===== config.mk =====
export PLATFORM = sky130hd
export DESIGN_NAME = run_control_unit
export DESIGN_NICKNAME = d
export VERILOG_FILES = /design/src/rtl/run_control_unit.sv
export SDC_FILE = /design/constraint.sdc
export NUM_CORES = 1
export LEC_CHECK = 0
export BUFFER_PORTS_ARGS = -buffer_cell sky130_fd_sc_hd__clkbuf_2
export CORE_ASPECT_RATIO = 0.75
export CORE_MARGIN = 8
export CORE_UTILIZATION = 31
export CTS_BUF_LIST = sky130_fd_sc_hd__clkbuf_2
export CTS_CLUSTER_SIZE = 14
export DETAILED_ROUTE_END_ITERATION = 6
export GPL_TIMING_DRIVEN = 0
export PLACE_DENSITY = 0.57
export RECOVER_POWER = 100
export SLEW_MARGIN = 20
export SYNTH_ARGS = -nofsm -noshare
export SYNTH_HDL_FRONTEND = slang
export SYNTH_SLANG_ARGS = --single-unit

===== constraint.sdc =====
create_clock -name clk -period 3.8 [get_ports clk]
set_clock_uncertainty 0.1 [all_clocks]
set_input_delay 0.38 -clock clk [delete_from_list [all_inputs] [get_ports clk]]
set_output_delay 0.38 -clock clk [all_outputs]
set_load 0.01 [all_outputs]

===== src/rtl/run_control_unit.sv =====
// Front-panel run controller: turns next/run/speed_run levels into CPU clock-enable pulses,
// counts executed instructions and registers one monitor channel. Option: BREAKPOINT_EN.
module run_control_unit #(
    parameter int unsigned DATA_W   = 8,
    parameter int unsigned NUM_CH   = 16,
    parameter int unsigned SLOW_DIV = 1000,
    parameter int unsigned FAST_DIV = 4,
    parameter int unsigned ICNT_W   = 16,
    localparam int unsigned SelW    = (NUM_CH > 1) ? $clog2(NUM_CH) : 1
) (
    input  logic                     clk,
    input  logic                     rst,
    input  logic                     next,
    input  logic                     run,
    input  logic                     speed_run,
    input  logic                     halt_req,
    input  logic [NUM_CH*DATA_W-1:0] mon_bus,
    input  logic [SelW-1:0]          mon_sel,
`ifdef BREAKPOINT_EN
    input  logic                     bp_valid,
    input  logic [7:0]               bp_addr,
    input  logic [7:0]               pc,
    output logic                     bp_hit,
`endif
    output logic                     cpu_en,
    output logic [2:0]               mode,
    output logic [ICNT_W-1:0]        icount,
    output logic [DATA_W-1:0]        mon_out
);

    localparam int unsigned DivW = $clog2(SLOW_DIV);

    typedef enum logic [2:0] {
        StIdle   = 3'd0,
        StStep   = 3'd1,
        StRun    = 3'd2,
        StFast   = 3'd3,
        StHalted = 3'd4
    } state_e;

    state_e              state_q, state_d;
    logic [2:0]          btn_q, btn_d, rise;
    logic [DivW-1:0]     div_q, div_d;
    logic [ICNT_W-1:0]   icount_q, icount_d;
    logic [DATA_W-1:0]   mon_q, mon_d;
    logic                div_wrap, running, bp_stop;

    assign btn_d   = {speed_run, run, next};
    assign rise    = btn_d & ~btn_q;
    assign running = (state_q == StRun) || (state_q == StFast);

    always_comb begin
        div_wrap = 1'b0;
        if (state_q == StRun && div_q == DivW'(SLOW_DIV - 1)) div_wrap = 1'b1;
        if (state_q == StFast && div_q == DivW'(FAST_DIV - 1)) div_wrap = 1'b1;
        cpu_en = !halt_req && ((state_q == StStep) || div_wrap);
    end

`ifdef BREAKPOINT_EN
    assign bp_stop = running && cpu_en && bp_valid && (pc == bp_addr);
    assign bp_hit  = bp_stop;
`else
    assign bp_stop = 1'b0;
`endif

    // Edge bits: [2] speed_run, [1] run, [0] next. halt_req overrides everything.
    always_comb begin
        state_d = state_q;
        unique case (state_q)
            StIdle: begin
                if (rise[2])      state_d = StFast;
                else if (rise[1]) state_d = StRun;
                else if (rise[0]) state_d = StStep;
            end
            StStep: state_d = StIdle;
            StRun: begin
                if (rise[1])      state_d = StIdle;
                else if (rise[2]) state_d = StFast;
            end
            StFast: begin
                if (rise[1])      state_d = StIdle;
                else if (rise[2]) state_d = StRun;
            end
            StHalted: begin
                if (rise[0])      state_d = StIdle;
            end
            default: state_d = StIdle;
        endcase
        if (bp_stop)  state_d = StIdle;
        if (halt_req) state_d = StHalted;
    end

    always_comb begin
        div_d = '0;
        if (running && state_d == state_q && !div_wrap) div_d = div_q + DivW'(1);
        icount_d = icount_q;
        if (cpu_en && icount_q != '1) icount_d = icount_q + ICNT_W'(1);
        mon_d = '0;
        for (int k = 0; k < int'(NUM_CH); k++) begin
            if (mon_sel == SelW'(k)) mon_d = mon_bus[k*DATA_W +: DATA_W];
        end
    end

    always_ff @(posedge clk) begin
        // Track levels even in reset so a button held through reset is not seen as an edge.
        btn_q <= btn_d;
        if (rst) begin
            state_q  <= StIdle;
            div_q    <= '0;
            icount_q <= '0;
            mon_q    <= '0;
        end else begin
            state_q  <= state_d;
            div_q    <= div_d;
            icount_q <= icount_d;
            mon_q    <= mon_d;
        end
    end

    assign mode    = state_q;
    assign icount  = icount_q;
    assign mon_out = mon_q;

endmodule

After elaboration in Yosys (flattened, before gate mapping)
Index checks and enable logic that the tools add are counted.
Widths: inputs -> output; s select.
{"block": "classes", "addsub": 2, "eq_ne": 23, "mux": 28, "n_bitwise": 3, "n_reduce_logical": 13}
{"cell": "$mux 8", "n": 16}
{"cell": "$eq 4x4->1 const B", "n": 8}
{"cell": "$mux 3", "n": 9}
{"cell": "$add 16x1->16 const B", "n": 1}
{"cell": "$eq 4x3->1 const B", "n": 4}
{"cell": "$ne 16x16->1 const B", "n": 1}
{"cell": "$pmux 3 s4", "n": 1}
{"cell": "$add 10x1->10 const B", "n": 1}
{"cell": "$eq 10x10->1 const B", "n": 1}
{"cell": "$eq 10x2->1 const B", "n": 1}
{"cell": "$eq 4x2->1 const B", "n": 2}
{"cell": "$eq 3x2->1 const B", "n": 2}
{"cell": "$logic_and 1x1->1", "n": 6}
{"cell": "$eq 4x1->1 const B", "n": 1}
{"cell": "$logic_not 4->1", "n": 1}
{"cell": "$and 3x3->3", "n": 1}
{"cell": "$eq 3x1->1 const B", "n": 1}
{"cell": "$eq 3x3->1", "n": 1}
{"cell": "$eq 3x3->1 const B", "n": 1}
{"cell": "$logic_not 3->1", "n": 1}
{"cell": "$not 3->3", "n": 1}
{"cell": "$logic_not 1->1", "n": 2}
{"cell": "$logic_or 1x1->1", "n": 2}
{"cell": "$mux 1", "n": 2}
{"cell": "other kinds (2)", "n": 2}
{"block": "word_totals", "reg_bits": 40, "input_bits": 138, "output_inout_bits": 28}

Logic depth before layout (Yosys ltp)
{"block": "depth", "word_depth": 17, "depth_mapped": 8, "mapped_depth_nobuf": 8}

Least setup slack after synthesis
OpenSTA, ideal clock, no wires.
{"block": "synth_timing", "kind": "register to register", "startpoint": "register div_q[0]", "endpoint": "register icount_q[6], in the netlist icount[6]", "setup_ns": 0.121, "arrival_time_ns": 2.042, "required_time_ns": 3.579, "path_slack_ns": 1.537, "stages_incl_launch_ff": 9, "n_path_buf": 1, "path_cell_list": "dfxtp_1 -> ha_1 -> nor4b_2 -> and4b_1 -> o21ai_1 -> a21o_1 -> buf_6 -> nor4b_1 -> mux2_2"}
{"block": "synth_via", "elab_chain_len": 7}
{"element": "from (decl)", "line": "43", "text": "logic [DivW-1:0] div_q, div_d;"}
{"element": "from (signal assigned)", "line": "114", "text": "div_q <= div_d;"}
{"element": "$eq 10x10->1", "line": "54", "text": "if (state_q == StRun && div_q == DivW'(SLOW_DIV - 1)) div_wrap = 1'b1;"}
{"element": "$logic_and 1x1->1", "line": "54"}
{"element": "$mux 1", "line": "54"}
{"element": "$mux 1 (*)", "line": "55", "text": "if (state_q == StFast && div_q == DivW'(FAST_DIV - 1)) div_wrap = 1'b1;"}
{"element": "$logic_or 1x1->1 (*)", "line": "56", "text": "cpu_en = !halt_req && ((state_q == StStep) || div_wrap);"}
{"element": "$logic_and 1x1->1 (*)", "line": "56"}
{"element": "$logic_and 1x1->1 (*)", "line": "97", "text": "if (cpu_en && icount_q != '1) icount_d = icount_q + ICNT_W'(1);"}
{"element": "to (signal assigned)", "line": "115", "text": "icount_q <= icount_d;"}
{"element": "to (decl)", "line": "44", "text": "logic [ICNT_W-1:0] icount_q, icount_d;"}
Mark *: on every way between the ends. The rest lies on a longest branch, timed or not.
A chain may end at the register's enable or synchronous reset.

Worst setup path after layout
{"block": "layout_timing", "startpoint": "register div_q[0]", "endpoint": "output port cpu_en"}
{"block": "layout_via", "elab_chain_len": 6}
{"element": "$eq 10x10->1", "line": "54"}
{"element": "$logic_and 1x1->1", "line": "54"}
{"element": "$mux 1", "line": "54"}
{"element": "$mux 1 (*)", "line": "55"}
{"element": "$logic_or 1x1->1 (*)", "line": "56"}
{"element": "$logic_and 1x1->1 (*)", "line": "56"}
{"element": "to (decl)", "line": "25", "text": "output logic cpu_en,"}
Marks and branches as above.

==> metrics.md <==
| Metric | Value |
|---|---|
| Clk_lat worst skew | 0.40 ns |
| Avg WL per Cell | 17.2 µm |
| Slew HR | 0.472 |
| Power Density | 223 nW/µm² |
| Largest net degree at the start of global routing | 13 |
| Logic pwr share | 0.292 |
| Row Count | 31 |
| Reg power frac | 0.494 |
| H-tree Lvls | 2 |
| Post-synth ARST share | 0 |
| Final worst-path cycle share | 0.735 |
| GRT Overall Usage | 0.174 |
| Share of cells above drive strength 1 | 0.314 |
| Mapped Cells | 362 |
| First-pass DRT Iterations | 5 |
| Die height | 101 µm |
| First-pass GRT wire length | between 15 and 20 mm |
| Area leader, netlist | dfxtp_1 |
| Yosys top cell area share | 0.267 |
| Max-Cap Viols | 0 |
| Antenna fix cells | 0 |
| RSZ-0062 raised after global routing | no |
| Final setup violating endpoints | 0 |
| Switching power | 0.000279 W |
| DRT iter0 DRCs | 264 |
| DRC viols | 0 |
| Post-CTS Resized | 0 |
| Crit Path Category | flip-flop to output port |
| CP top delay family | simple AND/OR/NAND/NOR gates |
| Die width | 130 µm |
| Worst path bufs/invs | 2 |
| Vias per Instance | around 5.2 |
| Clock buffers created by TritonCTS | 5 |
| Starting density of the core | 0.314 |
| Clk network pwr share | 0.214 |
| Post-synthesis net count | 502 |
| Vias in the first global route | 3,696 |
| Tightest Pin Transition | 0.791 ns |
| Residual overflow from global routing | 0 |
| Top_reg_cell synth | dfxtp_1 |
| Syn Area/Cell | 8.29 µm² |
| Yosys warnings | 0 |
| Final TNS setup | 0 ns |
| Ports | 166 |
| Cells along the critical path | ha_1 > nor4b_1 > and4b_1 > o21ai_0 > a21o_1 > inv_1 > clkbuf_1 |
| Multi-input gate area | 2050 µm² |
| Synth-to-Final Area Change | 33.0% |
| Netlist cell types | 50 |
| Lkg Pwr | 1.62 nW |
| Switching share of total power | 0.314 |
| Pins Over Slew Limit | 0 |
| Final hold slack | 0.0995 ns |
| Synth area leaders | dfxtp_1, mux4_2, nor2_1 |
| CTS Sinks | 40 |
| Fmax | 0.358 GHz |
| Max VDD drop | 0.0889 mV |
| Worst hold path class | primary input to flip-flop |
| # fillers | between 1,000 and 1,500 |
| Initial antenna violation count | 0 |
| CTS Buffer Depth | 2 |
| Placer Congestion | 0.858 |
| Worst Path Max Fanout | 6 |
| CP Data Required Time | 3.32 ns |
| Tmin final | 2.79 ns |
| Final Total Pwr | 0.000888 W |
| Post-route antenna net violation count | 0 |
| Startpoint Class | flip-flop |
| Worst Path Arrival | 2.31 ns |
| Post-detail-place hpwl | between 9 and 10 mm |
| Core Area | 9540 µm² |
| IO buf count | 162 |
| Clk root buf | clkbuf_2 |
| Setup crit end kind | output port |
| Hold Vio Cnt, Final | 0 |
| Register area | 801 µm² |
| CTS tree | yes |
| Clk slew on worst S/H paths | 0.23 ns |
| Nets | 674 |
| Area of the die | 13,100 µm² |
| Vias | 3,495 |
| Synthesized area | 3000 µm² |
| Slowest-stage cell, CP | dfxtp_1 |
| Routed WL | approximately 11 mm |
| FF+latch count, synth | 40 |
| Seq/Total Area, Yosys | 0.267 |
| Critical path's largest stage delay | 0.41 ns |
| Status | finished clean |
| Post-synth EDFFs | 0 |
| Int Pwr | 0.000609 W |
==> power by group through the flow <==
stage | combinational [W] | clock (W) | sequential [W]
5_1_grt | 0.000285 | 0.000216 | 0.000442
3_5_place_dp | 0.000261 | 0 | 0.000448
4_1_cts | 0.000264 | 0.000201 | 0.000440
3_3_place_gp | 0.000258 | 0 | 0.000448
6_report | 0.000259 | 0.000190 | 0.000439
2_1_floorplan | 0.000135 | 0 | 0.000451
==> worst reg2reg max path, stage by stage, from the launching register on <==
cell	delay [ns]
dfxtp_1	0.41
ha_1	0.30
nor4b_1	0.28
and4b_1	0.23
o21ai_0	0.15
a21o_1	0.21
clkbuf_1	0.23
nor4b_1	0.43
mux2_2	0.37
==> per-layer routing <==
layer	vias to the layer above	GRT usage	routed length, µm
met5	-	0	0
met4	0	0.0347	133
met3	12	0.0468	755
met2	128	0.297	5500
met1	1630	0.217	5100
li1	1725	-	-
==> through the flow <==
stage               cell area (µm²)  std cells  utilization  worst slack (ns)
global route                   3990        667        0.418             0.779
detailed placement             3980        656        0.417              1.27
global placement               3980        656        0.417              1.28
floorplan                      3000        362            -              1.54
finish                         3990        667        0.418              1.01
CTS                            4050        667        0.424              1.10
==> path summary, 6_finish.rpt <==
path	startpoint	to	slack [ns]	depth (start not counted)
max	div_q[0]$_SDFF_PP0_	cpu_en	1.01	7
min	halt_req	mode[0]$_SDFF_PP0_	0.1	2
max reg2reg	div_q[0]$_SDFF_PP0_	icount[6]$_SDFFE_PP0P_	1.03	8
min reg2reg	div_q[0]$_SDFF_PP0_	div_q[0]$_SDFF_PP0_	0.40	1
==> registers in the layout, indices dropped and copies added (netlist names) <==
name	count
div_q	10
btn_q	3
icount	16
mon_out	8
mode	3
==> synthesized netlist by cell type (3+ instances only) <==
| master | count |
|---|---|
| buf_2 | 9 |
| nand2b_1 | 15 |
| nor2b_1 | 13 |
| nand4_1 | 8 |
| and4_1 | 3 |
| nand3_1 | 10 |
| and2_1 | 3 |
| or4_1 | 3 |
| a2111oi_0 | 5 |
| o31ai_1 | 6 |
| nand2_1 | 19 |
| a22oi_1 | 3 |
| a31oi_1 | 4 |
| nor3_1 | 8 |
| a211oi_1 | 11 |
| xnor2_1 | 3 |
| a221oi_1 | 4 |
| clkbuf_1 | 14 |
| dfxtp_1 | 40 |
| o22ai_1 | 8 |
| or3_1 | 7 |
| inv_1 | 6 |
| a311oi_1 | 4 |
| mux2_2 | 9 |
| a22o_1 | 6 |
| and3_1 | 5 |
| o21ai_0 | 16 |
| xor2_1 | 5 |
| mux4_2 | 13 |
| nor2_1 | 40 |
| mux2i_1 | 13 |
| a21oi_1 | 25 |
==> cells in the final DEF, fill, tap and decap left out, types with 3 or more instances in the layout <==
| cell | synthesis | routed |
|---|---|---|
| nand2b_1 | 15 | 15 |
| a311oi_1 | 4 | 4 |
| dlygate4sd3_1 | 0 | 3 |
| nand3_1 | 10 | 10 |
| xnor2_1 | 3 | 3 |
| a21oi_1 | 25 | 25 |
| or3_1 | 7 | 7 |
| nand2_1 | 19 | 19 |
| a31oi_1 | 4 | 4 |
| buf_2 | 9 | 6 |
| xor2_1 | 5 | 5 |
| mux2_2 | 9 | 9 |
| nor4b_1 | 2 | 3 |
| or4_1 | 3 | 3 |
| inv_1 | 6 | 6 |
| clkbuf_1 | 14 | 49 |
| a22o_1 | 6 | 6 |
| nor2b_1 | 13 | 13 |
| a2111oi_0 | 5 | 5 |
| mux2i_1 | 13 | 13 |
| mux4_2 | 13 | 13 |
| o31ai_1 | 6 | 6 |
| clkbuf_2 | 0 | 137 |
| o21ai_0 | 16 | 17 |
| and4_1 | 3 | 3 |
| o22ai_1 | 8 | 8 |
| and3_1 | 5 | 5 |
| nor2_1 | 40 | 40 |
| a221oi_1 | 4 | 4 |
| nand4_1 | 8 | 8 |
| a211oi_1 | 11 | 11 |
| nor3_1 | 8 | 8 |
| dfxtp_1 | 40 | 40 |
| a22oi_1 | 3 | 3 |
==> timing repair <==
item | 4_1_cts | 5_1_grt
endpoints found under the hold margin | 3 | 0
buffers inserted | 0 | 0
hold buffers | 3 | 0
==> cell families after synthesis <==
group	count (synthesis)	synth area share
compound gates	100	0.222
simple gates	145	0.259
mux	35	0.175
xor+xnor	8	0.0234
flops	40	0.267
buf+inv	32	0.0463
fa+ha+maj	2	0.00834
==> final cells by class <==
type | count | share of cell area
Buffer | 26 | 0.0263
Clock buffer | 6 | 0.00752
Clock inverter | 2 | 0.00282
Inverter | 6 | 0.00564
Multi-Input combinational cell | 290 | 0.515
Sequential cell | 40 | 0.201
Tap cell | 132 | 0.0414
Timing Repair Buffer | 165 | 0.201
No activity file was read; power rests on OpenSTA's default activity.
